==> src/rtl/mux_4to1_rr_arbiter_pkg.sv <==
// Shared definitions for the 4-requester round-robin arbiter in front of the
// 4:1 single-bit mux. The optional grant statistics are enabled with the
// MUX_ARB_STATS_EN macro.
package mux_4to1_rr_arbiter_pkg;

    localparam int NUM_REQ      = 4;
    localparam int SEL_W        = 2;
    localparam int MAX_HOLD_DEF = 8;

    typedef enum logic {
        ST_IDLE  = 1'b0,
        ST_GRANT = 1'b1
    } arb_state_t;

    // Pick the first asserted request scanning upward from (last+1) with wrap.
    // The scan runs from lowest to highest priority so the last hit wins; the
    // previous owner (offset 4 == offset 0) is considered last.
    function automatic logic [SEL_W-1:0] rr_pick(input logic [NUM_REQ-1:0] req_vec,
                                                 input logic [SEL_W-1:0]   last_owner);
        logic [SEL_W-1:0] idx;
        rr_pick = last_owner;
        for (int k = NUM_REQ; k >= 1; k--) begin
            idx = last_owner + SEL_W'(k);
            if (req_vec[idx]) begin
                rr_pick = idx;
            end
        end
    endfunction

endpackage

==> src/rtl/mux_4to1_rr_arbiter_mux.sv <==
// Shared 4:1 single-bit mux. Purely combinational.
module mux_4to1 (
    input  logic       x0,
    input  logic       x1,
    input  logic       x2,
    input  logic       x3,
    input  logic [1:0] sel,
    output logic       y
);

    // Select one of the four inputs.
    always_comb begin
        case (sel)
            2'd0:    y = x0;
            2'd1:    y = x1;
            2'd2:    y = x2;
            default: y = x3;
        endcase
    end

endmodule

==> src/rtl/mux_4to1_rr_arbiter.sv <==
// Round-robin arbiter owning the select of the shared 4:1 mux. One requester is
// granted at a time for at most MAX_HOLD cycles, with a one-cycle idle bubble
// between owners. Define MUX_ARB_STATS_EN to add per-requester grant counters.
//
//   state    | meaning
//   ---------+--------------------------------------------------------------
//   ST_IDLE  | no owner; arbitrate among asserted requests this cycle
//   ST_GRANT | owner holds the mux; release on req drop or hold limit
module mux_4to1_rr_arbiter
    import mux_4to1_rr_arbiter_pkg::*;
#(
    parameter int MAX_HOLD = MAX_HOLD_DEF,
    parameter int CNT_W    = 4
) (
    input  logic               clk,
    input  logic               rst_n,
    input  logic [NUM_REQ-1:0] req,
    input  logic [NUM_REQ-1:0] data_in,
    output logic [NUM_REQ-1:0] grant,
    output logic [SEL_W-1:0]   sel,
    output logic               busy,
`ifdef MUX_ARB_STATS_EN
    output logic [31:0]        grant_cnt,
`endif
    output logic               y
);

    localparam logic [CNT_W-1:0] HOLD_LIM = CNT_W'(MAX_HOLD);

    arb_state_t         state, state_n;
    logic [NUM_REQ-1:0] grant_n;
    logic [SEL_W-1:0]   sel_n, last, last_n, win;
    logic               busy_n;
    logic [CNT_W-1:0]   cnt, cnt_n;
    logic               mux_y;

    // State and registered outputs; reset returns the pointer to 3 so requester 0 goes first.
    always_ff @(posedge clk) begin
        if (!rst_n) begin
            state <= ST_IDLE;
            grant <= '0;
            sel   <= '0;
            busy  <= 1'b0;
            cnt   <= '0;
            last  <= SEL_W'(NUM_REQ - 1);
        end else begin
            state <= state_n;
            grant <= grant_n;
            sel   <= sel_n;
            busy  <= busy_n;
            cnt   <= cnt_n;
            last  <= last_n;
        end
    end

    // Next-state: arbitrate in IDLE, count hold time and detect release in GRANT.
    always_comb begin
        state_n = state;
        grant_n = grant;
        sel_n   = sel;
        busy_n  = busy;
        cnt_n   = cnt;
        last_n  = last;
        win     = rr_pick(req, last);
        case (state)
            ST_IDLE: begin
                if (|req) begin
                    state_n = ST_GRANT;
                    grant_n = NUM_REQ'(1) << win;
                    sel_n   = win;
                    busy_n  = 1'b1;
                    cnt_n   = CNT_W'(1);
                    last_n  = win;
                end
            end
            default: begin
                if (!req[sel] || cnt == HOLD_LIM) begin
                    state_n = ST_IDLE;
                    grant_n = '0;
                    busy_n  = 1'b0;
                    cnt_n   = '0;
                end else begin
                    cnt_n = cnt + CNT_W'(1);
                end
            end
        endcase
    end

    mux_4to1 u_mux (
        .x0  (data_in[0]),
        .x1  (data_in[1]),
        .x2  (data_in[2]),
        .x3  (data_in[3]),
        .sel (sel),
        .y   (mux_y)
    );

    assign y = busy & mux_y;

`ifdef MUX_ARB_STATS_EN
    // Saturating per-requester grant counters, bumped on each IDLE->GRANT edge.
    always_ff @(posedge clk) begin
        if (!rst_n) begin
            grant_cnt <= '0;
        end else if (state == ST_IDLE && |req) begin
            for (int i = 0; i < NUM_REQ; i++) begin
                if (win == SEL_W'(i) && grant_cnt[8*i +: 8] != 8'hFF) begin
                    grant_cnt[8*i +: 8] <= grant_cnt[8*i +: 8] + 8'd1;
                end
            end
        end
    end
`endif

endmodule

==> config.mk <==
export PLATFORM = sky130hd
export DESIGN_NAME = mux_4to1_rr_arbiter
export DESIGN_NICKNAME = d
export VERILOG_FILES = /design/src/rtl/mux_4to1_rr_arbiter_pkg.sv /design/src/rtl/mux_4to1_rr_arbiter_mux.sv /design/src/rtl/mux_4to1_rr_arbiter.sv
export SDC_FILE = /design/constraint.sdc
export NUM_CORES = 1
export LEC_CHECK = 0
export ABC_CLOCK_PERIOD_IN_PS = 1650
export BUFFER_PORTS_ARGS = -buffer_cell sky130_fd_sc_hd__buf_2
export CAP_MARGIN = 20
export CORE_MARGIN = 2
export CORE_UTILIZATION = 45
export CTS_CLUSTER_SIZE = 8
export DETAILED_ROUTE_END_ITERATION = 10
export PLACE_DENSITY_LB_ADDON = 0.25
export SLEW_MARGIN = 20
export SYNTH_ARGS = -nofsm -noshare
export SYNTH_HDL_FRONTEND = slang
export SYNTH_SLANG_ARGS = --single-unit
export TNS_END_PERCENT = 50
==> constraint.sdc <==
create_clock -name clk -period 1.65 [get_ports clk]
set_input_delay 0.495 -clock clk [delete_from_list [all_inputs] [get_ports clk]]
set_output_delay 0.495 -clock clk [all_outputs]
set_load 0.01 [all_outputs]
**Word-level counts from Yosys, hierarchy flattened**

Cells that the tools add are included.

- Shifts and indexed selects: 1
- Muxes and demuxes: 24
- Add/subtract/negate cells: 4
- Equality and inequality tests: 4
- Bitwise logic cells: 2
- Order comparisons: 4
- Reduce and logical (&&, ||, !) cells: 7

Operators with widths:

| kind | count |
|---|---|
| $mux W4 | 6 |
| $lt A2 B3 Y1 const B | 4 |
| $mux W1 | 10 |
| $bmux W1 S2 | 4 |
| $mux W2 | 3 |
| $add A2 B2 Y2 const B | 2 |
| $add A4 B1 Y4 const B | 1 |
| $eq A4 B4 Y1 const B | 1 |
| $reduce_and A2 Y1 | 2 |
| $reduce_or A4 Y1 | 1 |
| $shl A1 B2 Y4 const A | 1 |
| $pmux W1 S3 | 1 |
| $add A2 B1 Y2 const B | 1 |
| $eq A2 B1 Y1 const B | 1 |
| $eq A2 B2 Y1 const B | 1 |
| $logic_not A2 Y1 | 1 |
| $ne A2 B1 Y1 const B | 1 |
| $reduce_bool A2 Y1 | 1 |
| $and A1 B1 Y1 | 1 |
| $logic_not A1 Y1 | 1 |
| $logic_or A1 B1 Y1 | 1 |
| $not A1 Y1 | 1 |

- Input bits: 10
- Register bits after elaboration: 14

**Logic depth before layout (Yosys ltp)**

- Depth after elaboration: 9
- Mapped depth: 7

**By module**

A second synthesis with hierarchy kept.

- Cell total of the unflattened synthesis: 88
- Area total of the unflattened synthesis: 749.5 µm²

Modules (own cells, without submodules):

| module | area each (µm²) | times used | cells each |
|---|---|---|---|
| mux_4to1_rr_arbiter | 726.9 | 1 | 87 |
| mux_4to1 | 22.5 | 1 | 1 |

**Worst setup path after synthesis**

Ideal clock, no wire load.

- Path kind: reg2out
- Start: reg sel[0]
- End: out y
- Slack: -0.008 ns
- Data required time: 1.155 ns
- Arrival time: 1.163 ns
- Stages on the path, launching flop included: 3
- Cell sequence: dfxtp_1 mux4_1 and2_1

- Longest elaborated chain between the ends: 3

RTL lines:

| what | RTL line | RTL |
|---|---|---|
| start, declared | mux_4to1_rr_arbiter.sv:20 | `output logic [SEL_W-1:0] sel,` |
| start signal, assigned | mux_4to1_rr_arbiter.sv:49 | `sel <= sel_n;` |
| $eq A2 B2 Y1, or another cell as far along | mux_4to1_rr_arbiter_mux.sv:13 | `case (sel)` |
| $pmux W1 S3 * | mux_4to1_rr_arbiter_mux.sv:13 |  |
| $and A1 B1 Y1 * | mux_4to1_rr_arbiter.sv:98 | `assign y = busy & mux_y;` |
| end, declared | mux_4to1_rr_arbiter.sv:25 | `output logic y` |

Every way passes the cells marked *; elsewhere a longest branch is shown, timed or not.

**Worst setup path in the final report**

Ends and elaborated chain as after synthesis.

==> impl_metrics.yaml <==
floorplan:
  fp.dieArea_mm2: 0.001956
  num_rows: 14
  die_height_um: 44.23
  core_mm2: 0.001506
  die_w_um: 44.23
  start_util: 0.4834
  io_pins: 18
detailed_routing:
  firstDrtPassIters: 2
  drc_errors: 0
  totalWireLength_um: 1648
  ant_nets: 0
  drt-initial-drc-count: 4
  vias_per_cell: 5.589
  via_count: 721
  wire_per_inst_um: 12.78
pwr:
  p_comb_frac: 0.274
  clkPwrFrac: 0.278
  p_seq_frac: 0.448
  p_switching_mw: 0.2618
  p_per_area_mw_per_mm2: 915.4
  power.internal_mw: 0.6395
  vdd_drop_max_uv: 525.8
  swShare: 0.2905
  p_leak_nw: 0.4446
logic_synthesis:
  synth_top_area_frac: 0.3849
  synth.distinct_cells: 38
  synth_area_leaders: "dfxtp_1 38%, o21ai_1 4.1%, mux4_1 3.6%"
  avgSynthCellArea_um2: 8.880
  synth_enable_flop_cells: 0
  yosysMostFrequentCell: "dfxtp_1"
  synth-seq-cells: 14
  postSynthCellCount: 82
  yosys_most_used_dff: "dfxtp_1"
  ys_top_cells_by_count: "14 x dfxtp_1, 7 x nand2_1, 7 x nor2_1, 6 x o21ai_1, 4 x inv_1"
  postSynth.asyncResetShare: 0
  yosys.area.top_type: "dfxtp_1"
  mappedNetlistNets: 94
  synth_seq_area_share: 0.3849
  yosys_warnings: 0
  syn_area_um2: 728.2
worst_setup_path:
  regToRegSetupSlack_ns: 0.04
  end_kind: "output port"
  worstSetupPathType: "flip-flop to output port"
  r2r_cells: 6
  reg2reg_from: "sel[0]"
  worstPathRequired_ns: 1.15
  start_kind: "flip-flop"
  worstPathMaxFanout: 4
  worstSetupEndpoint: "y"
  arrival_ns: 1.42
  r2r_end: "grant[2]"
  startpoint: "sel[0]"
min_path:
  holdCritPathClass: "flip-flop to flip-flop"
timing:
  tns_ns: -0.2686
  min_period_ns: 1.919
  slew_violations: 0
  fmax_mhz: 521.2
  rsz0062_at_grt: "true"
  setup_viol: 1
  fin_crit_sh: 1.163
  clock_skew_ns: 0.002336
  finalHoldViolCount: 0
  setup_ws_ns: -0.2686
  tightestPinTransition_ns: 0.3486
  relSlewSlack: 0.7656
clock_network:
  clockBufferDepth: 2
  cts_made_buffers: 3
  clk_pin_slew_ns: 0.09
  post-cts-setup-buffers: 0
  postCtsHoldBufs: 0
  cts_sinks: 14
  htreeDepth: 1
  cts_tree: "yes"
  clockRootBuffer: "clkbuf_4"
  clk_latency_ns: 0.28
place:
  place_ws_ns: -0.2061
  numPortBuffers: 17
  place_hpwl_um: 1284
  place_congestion: 0.8546
global_route:
  grt.total_usage: 0.1944
  grt_max_degree: 15
  grt_pass1_vias: 686
  grt_pass1_wl_um: 2787
  antenna_found_initial: 0
  grt_overflow: 0
layout:
  fillers: 127
  num-nets-final: 126
  area_delta_synth_final_pct: 35.22
  diodes: 0
  drive_gt1_frac: 0.4159
flow_run:
  maxCapViolCount: 0
status:
  status: "complete, but fails checks"
  violations: "setup timing"
-- layout make-up --
class / instances / area, µm² / area share
Multi-Input combinational cell: 62 / 444.2 / 0.4511
Timing Repair Buffer: 29 / 185.2 / 0.1881
Sequential cell: 14 / 284.0 / 0.2884
Clock buffer: 4 / 36.28 / 0.03685
Tap cell: 16 / 20.02 / 0.02033
Inverter: 4 / 15.01 / 0.01525
-- registers in the layout, indices dropped and copies added, names as in the netlist --
register / flops
cnt: 4
grant: 4
last: 2
busy: 1
sel: 2
state: 1
-- worst max-delay path: stages (launching register included) --
cell and delay, ns:
dfxtp_4 0.37, mux4_2 0.49, and2_4 0.17, buf_6 0.11
-- layer usage --
| layer | GRT usage | wire [µm] | up-vias |
|---|---|---|---|
| met5 | 0 | 0 | - |
| met3 | 0.03673 | 55 | 5 |
| li1 | - | - | 359 |
| met1 | 0.2214 | 730 | 344 |
| met2 | 0.3441 | 829 | 13 |
| met4 | 0.09697 | 32 | 0 |
-- kinds of logic (layout without fill, tap and decap cells) --
kind of cell    count (synthesis)  count (layout)  share of synthesized area
simple gates                   32              32                     0.2423
compound gates                 25              25                     0.2251
flops                          14              14                     0.3849
buf+inv                         6              37                    0.03263
mux                             3               3                    0.08076
fa+ha+maj                       2               2                    0.03436
-- power by group through the flow --
stage	Sequential (mW)	Combinational, mW	Clock (mW)
floorplan	0.407	0.126	0
global placement	0.407	0.225	0
detailed placement	0.409	0.227	0
CTS	0.402	0.230	0.256
global route	0.409	0.270	0.275
finish	0.403	0.247	0.251
-- layout by cell type (no fill, tap or decap), types with 2 or more instances in the layout --
master,count
a21oi_1,2
and2_1,2
buf_2,16
buf_4,11
buf_6,2
clkbuf_4,3
dfxtp_1,13
ha_1,2
inv_1,4
mux4_2,2
nand2_1,7
nand3_1,2
nand3b_1,2
nor2_1,6
nor2b_1,2
o21ai_0,2
o21ai_1,5
o21ai_2,2
o22ai_1,2
-- how the worst min path moves through the flow --
| stage | start | to | cells past startpoint |
|---|---|---|---|
| 4_1_cts | grant[1] | grant[1] | 2 |
| 3_3_place_gp | busy | busy | 2 |
| 5_1_grt | rst_n | last[0] | 2 |
| 2_1_floorplan | cnt[3] | cnt[3] | 2 |
| 3_5_place_dp | busy | busy | 2 |
| 6_report | busy | busy | 2 |
-- what timing repair did --
action / in CTS / in global routing
endpoints found under the setup margin: 1 / 9
hold endpoints to repair: 0 / 0
pin swaps: 1 / 3
resized for setup: 1 / 10
-- through the flow --
| stage | power (mW) | std cells | hold WS [ns] | util | cell area, µm² |
|---|---|---|---|---|---|
| 2_1_floorplan | 0.5328 | 82 | 0.4719 | - | 729.5 |
| 4_1_cts | 0.8878 | 129 | 0.4781 | 0.6296 | 948.4 |
| 3_3_place_gp | 0.6321 | 125 | 0.4520 | 0.6080 | 915.9 |
| 5_1_grt | 0.9543 | 129 | 0.5015 | 0.6537 | 984.7 |
| 6_report | 0.9014 | 129 | 0.4770 | 0.6537 | 984.7 |
| 3_5_place_dp | 0.6362 | 125 | 0.4632 | 0.6080 | 915.9 |
Note: power is estimated with default switching activity, not from simulation.
